[src/rtl/csr_access_ctrl.sv]
// CSR instruction access controller: legality check, read-modify-write sequencing
// over a one-hot CSR bank select, and a held response until the consumer accepts it.
module csr_access_ctrl #(
  parameter logic [31:0] MSTATUS_WMASK = 32'h0000_1888,
  parameter int          MISA_WRITABLE = 0
) (
  input  logic        CLK,
  input  logic        RST,
  input  logic        req_valid,
  output logic        req_ready,
  input  logic [1:0]  req_op,
  input  logic [11:0] req_addr,
  input  logic [31:0] req_wdata,
  input  logic        req_src_zero,
  input  logic [1:0]  req_priv,
  output logic [5:0]  csr_sel,
  input  logic [31:0] csr_rdata,
  output logic        csr_we,
  output logic [31:0] csr_wdata,
  output logic        rsp_valid,
  input  logic        rsp_ready,
  output logic [31:0] rsp_rdata,
  output logic        rsp_illegal
);

  typedef enum logic [1:0] {IDLE, READ, WRITE, RESP} state_t;

  localparam logic [1:0] OP_RW = 2'b01;
  localparam logic [1:0] OP_RS = 2'b10;
  localparam logic [1:0] OP_RC = 2'b11;

  // Bank select bit gi decodes the address held in slice gi of this table.
  localparam logic [71:0] CSR_ADDRS = {12'hF14, 12'hF13, 12'hF12, 12'hF11, 12'h301, 12'h300};

  state_t      state_reg, state_next;
  logic [1:0]  op_reg;
  logic [11:0] addr_reg;
  logic [31:0] wdata_reg;
  logic        src_zero_reg;
  logic        illegal_reg;
  logic [31:0] old_reg;

  logic [5:0]  sel_in;
  logic [5:0]  sel_cur;
  logic        wr_intent_in;
  logic        illegal_in;
  logic        wr_intent_cur;
  logic        writable_cur;
  logic [31:0] new_val;
  logic [31:0] write_val;

  genvar gi;
  generate
    for (gi = 0; gi < 6; gi++) begin : g_dec
      assign sel_in[gi]  = (req_addr == CSR_ADDRS[gi*12 +: 12]);
      assign sel_cur[gi] = (addr_reg == CSR_ADDRS[gi*12 +: 12]);
    end
  endgenerate

  // Legality is resolved at acceptance so an illegal access can answer one cycle later.
  assign wr_intent_in = (req_op == OP_RW) ||
                        (((req_op == OP_RS) || (req_op == OP_RC)) && !req_src_zero);
  assign illegal_in   = (sel_in == 6'b0) || (req_op == 2'b00) ||
                        (req_priv < req_addr[9:8]) ||
                        ((req_addr[11:10] == 2'b11) && wr_intent_in);

  assign wr_intent_cur = (op_reg == OP_RW) ||
                         (((op_reg == OP_RS) || (op_reg == OP_RC)) && !src_zero_reg);
  assign writable_cur  = sel_cur[0] || (sel_cur[1] && (MISA_WRITABLE != 0));

  always_comb begin
    new_val = wdata_reg;
    case (op_reg)
      OP_RS:   new_val = old_reg | wdata_reg;
      OP_RC:   new_val = old_reg & ~wdata_reg;
      default: new_val = wdata_reg;
    endcase
  end

  // mstatus keeps its read-only fields from the old value.
  assign write_val = sel_cur[0] ? ((old_reg & ~MSTATUS_WMASK) | (new_val & MSTATUS_WMASK))
                                : new_val;

  always_ff @(posedge CLK) begin
    if (RST) begin
      state_reg <= IDLE;
    end else begin
      state_reg <= state_next;
    end
  end

  always_ff @(posedge CLK) begin
    if (RST) begin
      op_reg       <= 2'b00;
      addr_reg     <= 12'h000;
      wdata_reg    <= 32'h0;
      src_zero_reg <= 1'b0;
      illegal_reg  <= 1'b0;
      old_reg      <= 32'h0;
    end else if ((state_reg == IDLE) && req_valid) begin
      op_reg       <= req_op;
      addr_reg     <= req_addr;
      wdata_reg    <= req_wdata;
      src_zero_reg <= req_src_zero;
      illegal_reg  <= illegal_in;
      old_reg      <= 32'h0;
    end else if (state_reg == READ) begin
      old_reg <= csr_rdata;
    end
  end

  always_comb begin
    state_next  = state_reg;
    req_ready   = 1'b0;
    csr_sel     = 6'b0;
    csr_we      = 1'b0;
    csr_wdata   = 32'h0;
    rsp_valid   = 1'b0;
    rsp_rdata   = 32'h0;
    rsp_illegal = 1'b0;
    case (state_reg)
      IDLE: begin
        req_ready = 1'b1;
        if (req_valid) state_next = illegal_in ? RESP : READ;
      end
      READ: begin
        csr_sel    = sel_cur;
        state_next = WRITE;
      end
      WRITE: begin
        csr_sel    = sel_cur;
        csr_we     = wr_intent_cur && writable_cur;
        csr_wdata  = csr_we ? write_val : 32'h0;
        state_next = RESP;
      end
      RESP: begin
        rsp_valid   = 1'b1;
        rsp_rdata   = old_reg;
        rsp_illegal = illegal_reg;
        if (rsp_ready) state_next = IDLE;
      end
      default: state_next = IDLE;
    endcase
    // Reset silences every output immediately, including a write already on the bus.
    if (RST) begin
      state_next  = IDLE;
      req_ready   = 1'b0;
      csr_sel     = 6'b0;
      csr_we      = 1'b0;
      csr_wdata   = 32'h0;
      rsp_valid   = 1'b0;
      rsp_rdata   = 32'h0;
      rsp_illegal = 1'b0;
    end
  end

endmodule

[config.mk]
export PLATFORM = sky130hd
export DESIGN_NAME = csr_access_ctrl
export DESIGN_NICKNAME = d
export VERILOG_FILES = /design/src/rtl/csr_access_ctrl.sv
export SDC_FILE = /design/constraint.sdc
export NUM_CORES = 1
export LEC_CHECK = 0
export CORE_AREA = 2 2 75 131
export CTS_CLUSTER_SIZE = 10
export DETAILED_ROUTE_END_ITERATION = 8
export DIE_AREA = 0 0 77 133
export GPL_TIMING_DRIVEN = 1
export PLACE_DENSITY = 0.67
export SLEW_MARGIN = 20
export SYNTH_ARGS = -nofsm -noshare
export SYNTH_HDL_FRONTEND = slang
export SYNTH_SLANG_ARGS = --single-unit
[constraint.sdc]
create_clock -name CLK -period 2.5 [get_ports CLK]
set_clock_uncertainty 0.2 [all_clocks]
set_input_delay 0.625 -clock CLK [delete_from_list [all_inputs] [get_ports CLK]]
set_output_delay 0.625 -clock CLK [all_outputs]
set_load 0.01 [all_outputs]
==> metrics <==
Die H 133 µm; GR Overflow Total 0; Starting Density 0.290; PwrDens 693 nW/µm²; layout cells sized above 1 0.370; initial antenna violation count 0; first-pass GRT wire length 13500 µm; number of nets in the layout 550; routed wire length per instance 14.6 µm; Vias 2654; prevailing post-synth register cell dfxtp_1; Setup TNS -11.75 ns; Die X 77 µm; GP Congestion 0.783; Fmax 345 MHz; failing checks negative setup slack; Max-Cap Viols 0; Port-buffer cells 130; element type at the critical path end output port; FP Rows 47; Unique masters post-synth 37; M1 GR Usage 0.168; Worst Path Arrival 2.08 ns; clock root buffer clkbuf_16; ANT nets after route 0; Via density 4.56; number of flops mapped to enable cells by yosys 0; CTS tree done; register-to-register setup slack 0.77 ns; synthesized area 2690 µm²; Leak 0.00205 µW; vias in the first global route 2645; DR DRC count 0; Area Growth Syn to Fin 72.1%; drt first pass iters 4; Syn Nets 392; clk_lat worst skew 0.29 ns; VDD IR max 398 µV; Post-Route WL 8510 µm; initial detailed-routing violation count 79; most used routing layer met2; Final Hold Viols 0; diode count 0; post-route clock period utilization 1.16; pin count of the biggest net entering global routing 33; post-route insts no fill 582; Max Slew Vio Count 0; startpoint types primary input; relative slew slack 0.483; Tot GR Track Use 0.168; fin worst setup slack -0.401 ns; Avg Cell Area, Syn 8.94 µm²; Bufs on Longest Clock Path 2; post-DP HPWL 5950 µm; Synth Instances 301; placed instance count 558; number of buffers created by CTS 5; Warnings, synthesis 0; critical path fanouts, max 8; FILL cells 935; Synth async-reset ratio 0; CORE AREA 9290 µm²; total clock sinks 54; minimum clock period 2.90 ns; grt met2 use 0.332; Hold Crit Class reg2reg; Worst-Margin Slew 0.776 ns; max reg flops 32; num ports 159; Seq/Total Area, Yosys 0.402; die area 10200 µm²; Setup Crit Path Kind in2out; status finished, violations left; Reg clk slew, reported paths 0.07 ns; Critical Path RT 1.67 ns; Hold Buf Count CTS 0; Yosys reg bits 54; final setup fails 38; RSZ-0062 raised after global routing true; H-tree lvl count 2; GR Util met3 0.0362
==> routing by layer <==
| metal | vias up | share of wire |
|---|---|---|
| met5 | - | 0 |
| met4 | 0 | 0.018 |
| met3 | 9 | 0.052 |
| met2 | 95 | 0.56 |
| met1 | 1231 | 0.37 |
| li1 | 1319 | - |
==> cell families after synthesis <==
family	count (synthesis)	share of synthesized area
buf+inv	31	0.0549
flops	54	0.402
fa+ha+maj	6	0.0279
compound gates	34	0.0930
simple gates	142	0.295
mux	34	0.127
==> synth_stat cells, drive strengths merged (2+ instances only) <==
| master | n | area [µm²] |
|---|---|---|
| nand3 | 2 | 10.0 |
| and2 | 67 | 419 |
| nand2 | 17 | 63.8 |
| nor3 | 5 | 25.0 |
| ha | 6 | 75.1 |
| nor2 | 39 | 146 |
| nand4 | 2 | 18.8 |
| dfxtp | 54 | 1080 |
| o21ai | 9 | 45.0 |
| nor4b | 3 | 47.5 |
| buf | 10 | 68.8 |
| inv | 9 | 33.8 |
| nor4 | 2 | 27.5 |
| mux2i | 33 | 330 |
| a22o | 16 | 140 |
| clkbuf | 12 | 45.0 |
| a21oi | 3 | 18.8 |
==> final cells by class <==
cell class,instances,area [µm²],share of cell area
multi-input cells,216,1590,0.342
well taps,122,153,0.0330
clock inverters,3,47.5,0.0103
flip-flops and latches,54,1080,0.234
inverters,9,33.8,0.00730
repair buffers,173,1600,0.346
clock buffers,5,125,0.0270
==> worst max-delay path: stages <==
cell     delay, ns
buf_2         0.12
nor4_4        0.30
nand4_4       0.14
nor4b_4       0.22
buf_4         0.16
buf_6         0.13
buf_16        0.13
and2_1        0.12
buf_2         0.13
==> final timing paths <==
kind | startpoint | cells after the start | to
min | illegal_reg | 2 | illegal_reg
min reg2reg | illegal_reg | 2 | illegal_reg
max reg2reg | state_reg[1] | 4 | addr_reg[8]
max | RST | 9 | csr_wdata[29]
==> layout by cell type, fill, tap and decap left out, drive strengths merged, types with 2 or more instances in the layout <==
cell type | netlist | final
a21oi | 3 | 3
a22o | 16 | 16
and2 | 67 | 67
buf | 10 | 116
clkbuf | 12 | 5
clkdlybuf4s50 | 0 | 55
dfxtp | 54 | 54
ha | 6 | 6
inv | 9 | 11
mux2i | 33 | 33
nand2 | 17 | 17
nand3 | 2 | 2
nand4 | 2 | 2
nor2 | 39 | 39
nor3 | 5 | 5
nor4 | 2 | 2
nor4b | 3 | 3
o21ai | 9 | 9
==> power by group <==
part	switching, µW	internal, µW
combinational	575	664
sequential	124	1040
clock	326	480
==> per-stage QoR <==
stage,worst slack [ns],util,hold slack (ns),instance area [µm²],power [µW]
5_1_grt,-0.503,0.498,0.258,4630,3400
6_report,-0.401,0.498,0.245,4630,3210
3_3_place_gp,-0.970,0.468,0.232,4350,2300
4_1_cts,-0.556,0.496,0.247,4610,3240
2_1_floorplan,-0.0862,-,0.223,2750,1840
3_5_place_dp,-1.02,0.468,0.237,4350,2330
==> what timing repair did <==
item	in CTS	in global routing
resized for setup	343	9
gates cloned	4	0
setup endpoints to repair	74	74
setup buffers	11	2
pin swaps	15	5
No activity file was read; power rests on OpenSTA's default activity.
